**config.mk**
```make
export PLATFORM = sky130hd
export DESIGN_NAME = usr_shift_engine
export DESIGN_NICKNAME = d
export VERILOG_FILES = /design/src/rtl/usr_pkg.sv /design/src/rtl/usr_cell.sv /design/src/rtl/usr_shift_engine.sv
export SDC_FILE = /design/constraint.sdc
export NUM_CORES = 1
export LEC_CHECK = 0
export CORE_MARGIN = 2
export CORE_UTILIZATION = 46
export DETAILED_ROUTE_END_ITERATION = 16
export HOLD_SLACK_MARGIN = 0.15
export PLACE_DENSITY = 0.88
export SYNTH_ARGS = -nofsm -noshare
export SYNTH_HDL_FRONTEND = slang
export SYNTH_SLANG_ARGS = --single-unit
export TNS_END_PERCENT = 5
```
**constraint.sdc**
```tcl
create_clock -name clk -period 1.7 [get_ports clk]
set_input_delay 0.51 -clock clk [delete_from_list [all_inputs] [get_ports clk]]
set_output_delay 0.51 -clock clk [all_outputs]
set_load 0.02 [all_outputs]
```
**src/rtl/usr_pkg.sv**
```systemverilog
// Shared encodings for the universal shift register engine: command ops, FSM states, cell modes.
// USR_ROTATE_EN selects whether op 11 means HOLD or ROTR.
package usr_pkg;

   localparam logic [1:0] OP_LOAD = 2'b00;
   localparam logic [1:0] OP_SHR  = 2'b01;
   localparam logic [1:0] OP_SHL  = 2'b10;
   localparam logic [1:0] OP_HOLD = 2'b11;
   localparam logic [1:0] OP_ROTR = 2'b11;

   typedef enum logic [1:0] {
      ST_IDLE  = 2'b00,
      ST_SHIFT = 2'b01,
      ST_DONE  = 2'b10
   } state_t;

   typedef enum logic [1:0] {
      MODE_HOLD  = 2'b00,
      MODE_RIGHT = 2'b01,
      MODE_LEFT  = 2'b10,
      MODE_LOAD  = 2'b11
   } mode_t;

endpackage

```
**src/rtl/usr_cell.sv**
```systemverilog
// One bit of the universal shift register: a 4:1 mode mux in front of an async-reset flop.
module usr_cell
   import usr_pkg::*;
(
   input  logic  clk,
   input  logic  rst_n,
   input  mode_t mode_i,
   input  logic  right_in_i,
   input  logic  left_in_i,
   input  logic  load_in_i,
   output logic  q_o
);

   logic bit_d;
   logic bit_q;

   always_comb begin
      bit_d = bit_q;
      case (mode_i)
         MODE_HOLD:  bit_d = bit_q;
         MODE_RIGHT: bit_d = right_in_i;
         MODE_LEFT:  bit_d = left_in_i;
         MODE_LOAD:  bit_d = load_in_i;
         default:    bit_d = bit_q;
      endcase
   end

   always_ff @(posedge clk or negedge rst_n) begin
      if (!rst_n) bit_q <= 1'b0;
      else        bit_q <= bit_d;
   end

   assign q_o = bit_q;

endmodule

```
**src/rtl/usr_shift_engine.sv**
```systemverilog
// Command-driven USR controller: LOAD / SHR / SHL / HOLD over valid-ready, one shift bit per clock.
// Define USR_ROTATE_EN to turn op 11 into a multi-bit rotate right (ROTR).
module usr_shift_engine
   import usr_pkg::*;
#(
   parameter int WIDTH = 8,
   parameter int CW    = $clog2(WIDTH + 1)
) (
   input  logic             clk,
   input  logic             rst_n,
   input  logic             cmd_valid,
   output logic             cmd_ready,
   input  logic [1:0]       cmd_op,
   input  logic [CW-1:0]    cmd_cnt,
   input  logic [WIDTH-1:0] par_in,
   input  logic             ser_in_msb,
   input  logic             ser_in_lsb,
   output logic [WIDTH-1:0] q,
   output logic             ser_out_lsb,
   output logic             ser_out_msb,
   output logic             busy,
   output logic             done
);

   state_t          state_q;
   logic [CW-1:0]   rem_q;
   logic [1:0]      op_q;
   mode_t           mode;
   logic            accept;
   logic            is_shift_op;
   logic            msb_src;
   logic [CW-1:0]   eff_cnt;

   assign accept  = cmd_valid && (state_q == ST_IDLE);
   assign eff_cnt = (cmd_cnt > CW'(WIDTH)) ? CW'(WIDTH) : cmd_cnt;

`ifdef USR_ROTATE_EN
   assign is_shift_op = (cmd_op == OP_SHR) || (cmd_op == OP_SHL) || (cmd_op == OP_ROTR);
   assign msb_src     = (op_q == OP_ROTR) ? q[0] : ser_in_msb;
`else
   assign is_shift_op = (cmd_op == OP_SHR) || (cmd_op == OP_SHL);
   assign msb_src     = ser_in_msb;
`endif

   // Only shift ops are latched into op_q, so anything other than SHL steps right.
   always_comb begin
      mode = MODE_HOLD;
      if (accept && (cmd_op == OP_LOAD))
         mode = MODE_LOAD;
      else if (state_q == ST_SHIFT)
         mode = (op_q == OP_SHL) ? MODE_LEFT : MODE_RIGHT;
   end

   always_ff @(posedge clk or negedge rst_n) begin
      if (!rst_n) begin
         state_q <= ST_IDLE;
         rem_q   <= '0;
         op_q    <= OP_LOAD;
      end else begin
         case (state_q)
            ST_IDLE: begin
               if (accept) begin
                  if (is_shift_op && (eff_cnt != '0)) begin
                     rem_q   <= eff_cnt;
                     op_q    <= cmd_op;
                     state_q <= ST_SHIFT;
                  end else begin
                     state_q <= ST_DONE;
                  end
               end
            end
            ST_SHIFT: begin
               rem_q <= rem_q - CW'(1);
               if (rem_q == CW'(1)) state_q <= ST_DONE;
            end
            ST_DONE:  state_q <= ST_IDLE;
            default:  state_q <= ST_IDLE;
         endcase
      end
   end

   for (genvar gi = 0; gi < WIDTH; gi++) begin : g_cell
      logic right_in;
      logic left_in;
      if (gi == WIDTH - 1) begin : g_top
         assign right_in = msb_src;
      end else begin : g_mid_r
         assign right_in = q[gi+1];
      end
      if (gi == 0) begin : g_bot
         assign left_in = ser_in_lsb;
      end else begin : g_mid_l
         assign left_in = q[gi-1];
      end
      usr_cell u_cell (
         .clk        (clk),
         .rst_n      (rst_n),
         .mode_i     (mode),
         .right_in_i (right_in),
         .left_in_i  (left_in),
         .load_in_i  (par_in[gi]),
         .q_o        (q[gi])
      );
   end

   assign cmd_ready   = (state_q == ST_IDLE);
   assign busy        = (state_q == ST_SHIFT);
   assign done        = (state_q == ST_DONE);
   assign ser_out_lsb = q[0];
   assign ser_out_msb = q[WIDTH-1];

endmodule

```
==> impl_metrics.py <==
metrics = {
    "placed_design": {
        "gp_congestion": 0.8758,
        "place_hpwl_um": 1869,
        "io_buffers": 31,
        "pre_cts_ws_ps": -522.2,
    },
    "sta": {
        "finalWorstSetupSlack_ps": 43.93,
        "worst_slew_pin_slew_ps": 484.3,
        "finalHoldViolations": 0,
        "post-route-period-util_pct": 97.42,
        "rsz0062_at_grt": "no",
        "setup_violations": 0,
        "slew_violations": 0,
        "fin_crit_ps": 1656,
        "hold_ws_ps": 532.4,
        "skew_ps": 0.9482,
        "maxSlewHeadroom_pct": 67.72,
        "max_freq_mhz": 603.8,
    },
    "global_routing": {
        "first_global_vias": 922,
        "grt-ovfl-total": 0,
        "grt_use_total_pct": 21.10,
        "antenna_found_initial": 0,
        "grt_max_degree": 17,
        "grt_first_pass_wirelength_um": 4146,
    },
    "worst_hold_path": {
        "hold_class": "reg2reg",
        "min-delay-start": "op_q[1]$_DFFE_PN0P_",
        "holdPathEnd": "op_q[1]$_DFFE_PN0P_",
        "worstHoldPathCells": 1,
    },
    "floorplan": {
        "die-area_mm2": 0.002713,
        "die_w_um": 52.09,
        "io_pins": 32,
        "initial_core_util_pct": 48.54,
        "rows": 17,
        "die_y_um": 52.09,
        "fp.coreArea_mm2": 0.002191,
    },
    "run": {
        "drv_cap": 0,
    },
    "critical_path": {
        "cp-end-kind": "flop",
        "r2r_start": "state_q[0]$_DFFE_PN0P_",
        "reg2reg_to": "op_q[0]$_DFFE_PN0P_",
        "r2r_slack_ps": 160,
        "r2r_cells": 4,
        "path_cells": "dlygate4sd2_1, inv_1, ha_4, and4bb_4, o41ai_4, mux2_1",
        "required_ps": 1880,
        "cpPeakStageDelay_ps": 350,
        "path_class": "in2reg",
        "cp-start-kind": "primary input",
        "cp_slowest_cell": "mux2_1",
        "worstPathArrival_ps": 1830,
        "cp_max_fo": 3,
    },
    "detailed_routing": {
        "wl_met1_um": 1010,
        "wl_per_cell_um": 15.23,
        "vias_per_cell": 5.637,
        "vias": 947,
        "drc_errors": 0,
        "highest_layer": "met4",
        "firstDrtPassIters": 4,
        "routed-wl-met2_um": 1339,
        "finalWirelength_um": 2558,
        "met3WireLength_um": 147,
        "ant_nets": 0,
        "drt-initial-drc-count": 23,
    },
    "pwr": {
        "report.power.total_uw": 2301,
        "ir_worst_vdd_mv": 0.9280,
        "leakagePower_uw": 0.0007140,
        "p_per_area_mw_per_mm2": 1570,
    },
    "clock_tree": {
        "clock_sinks": 16,
        "clk_latency_ps": 290,
        "cts-htree-levels": 1,
        "path_clk_slew_ps": 100,
        "root_buffer": "clkbuf_4",
        "numCtsBuffers": 3,
        "clockBufferDepth": 2,
        "tritoncts": "yes",
        "ctsHoldBuffers": 0,
    },
    "final_layout": {
        "layout_common_cells": "16 x dfrtp_1, 16 x buf_4, 13 x dlygate4sd2_1",
        "drive_gt1_share_pct": 21.43,
        "final_util_pct": 66.88,
        "nNetsFinal": 163,
        "n_antenna_cell": 0,
        "area_growth_pct": 37.77,
        "fillers": 180,
    },
    "logic_synthesis": {
        "ys_types": 34,
        "synth_area_per_cell_um2": 10.33,
        "synth-warning-count": 0,
        "synth_nets": 125,
        "ys_ff_latch": 16,
        "yosysSeqAreaShare_pct": 37.65,
        "synthCells": 103,
        "syn_area_mm2": 0.001064,
    },
    "outcome": {
        "status": "complete, no violations",
    },
}
==> worst max path at each step <==
| stage | slack [ps] | start | depth (start not counted) | end |
|---|---|---|---|---|
| 6_report | 40 | cmd_op[1] | 6 | op_q[0]$_DFFE_PN0P_ |
| 5_1_grt | 3 | state_q[1]$_DFFE_PN0P_ | 3 | cmd_ready |
| 4_1_cts | -1 | cmd_cnt[1] | 5 | rem_q[1]$_DFFE_PN0P_ |
| 3_5_place_dp | -520 | cmd_op[0] | 6 | rem_q[0]$_DFFE_PN0P_ |
| 3_3_place_gp | -470 | cmd_op[1] | 6 | rem_q[0]$_DFFE_PN0P_ |
| 2_1_floorplan | 20 | cmd_op[0] | 5 | op_q[1]$_DFFE_PN0P_ |
==> metrics by stage <==
| step | setup TNS [ps] | instance area (um^2) | std cells |
|---|---|---|---|
| 4_1_cts | -1.200 | 1450 | 167 |
| 6_report | 0 | 1465 | 168 |
| 5_1_grt | 0 | 1465 | 168 |
| 2_1_floorplan | 0 | 1064 | 103 |
| 3_5_place_dp | -5521 | 1421 | 163 |
| 3_3_place_gp | -4875 | 1421 | 163 |
==> worst max-delay path: cells and delay by family <==
kind                       cells  cell delay, ps
AOI/OAI and AO/OA              1             100
adders and majority gates      1             280
buffers and inverters          2             310
muxes                          1             350
and+or+nand+nor                1             270
==> cell usage after synthesis <==
cell type,count,area (um^2)
nor4b_4,1,23.77
inv_1,5,18.77
o41ai_4,1,27.53
o221ai_1,1,8.760
clkbuf_2,1,5.000
nor2b_1,3,18.77
and4bb_4,1,16.27
nand4_1,1,6.260
nand4b_1,2,17.52
o21ai_1,4,20.02
a311o_1,1,10.01
buf_6,1,11.26
mux2_1,1,11.26
o41ai_1,1,8.760
and4bb_1,1,12.51
o21ai_0,6,30.03
a222oi_1,2,20.02
ha_1,3,37.54
nor3b_1,1,7.510
nor2_1,3,11.26
xor2_1,1,8.760
mux2_4,1,15.01
mux2i_1,8,80.08
nand2_1,10,37.54
o41ai_2,1,16.27
buf_4,8,60.06
and3b_1,1,8.760
o211ai_1,7,52.55
dlygate4sd1_1,1,8.760
a21oi_1,2,10.01
nand3b_1,2,15.01
buf_2,3,15.01
nand2b_1,2,12.51
dfrtp_1,16,400.4
==> state kept, by name, summed over array words and instances (netlist names) <==
register	flops
g_cell.u_cell.q_o	8
state_q	2
op_q	2
rem_q	4
==> area by class of cell <==
type | count | area [um^2] | area share (%)
tap | 28 | 35.03 | 2.391
inverter | 5 | 18.77 | 1.281
multi-input combinational | 68 | 568.0 | 38.77
sequential | 16 | 400.4 | 27.33
timing repair buffer | 47 | 406.6 | 27.75
clock buffer | 4 | 36.28 | 2.477
==> metal layers <==
layer | global-route usage (%) | vias to the layer above
met3 | 2.586 | 7
met4 | 12.72 | 0
met5 | 0 | -
li1 | - | 447
met2 | 36.71 | 39
met1 | 24.45 | 454
==> cell families (layout without fill, tap and decap cells) <==
family | after synthesis | in the layout | synth area share [%]
AOI/OAI and AO/OA | 26 | 26 | 19.18
xor gates and xnor gates | 1 | 1 | 0.8237
adders and majority gates | 3 | 3 | 3.530
buffers and inverters | 19 | 56 | 11.18
DFF | 16 | 16 | 37.65
muxes | 10 | 10 | 10.00
and+or+nand+nor | 28 | 28 | 17.65
==> report_power, final <==
part / total [uW] / switching, uW / internal [uW]
logic: 1310 / 682 / 626
clock network: 260 / 129 / 131
registers: 733 / 172 / 561
==> timing repair <==
action                     in CTS  in global routing
pin swaps                       1                  1
gates resized for setup        28                  3
buffers inserted                0                  1
setup endpoints to repair      20                  5
Note: power is estimated with default switching activity, not from simulation.
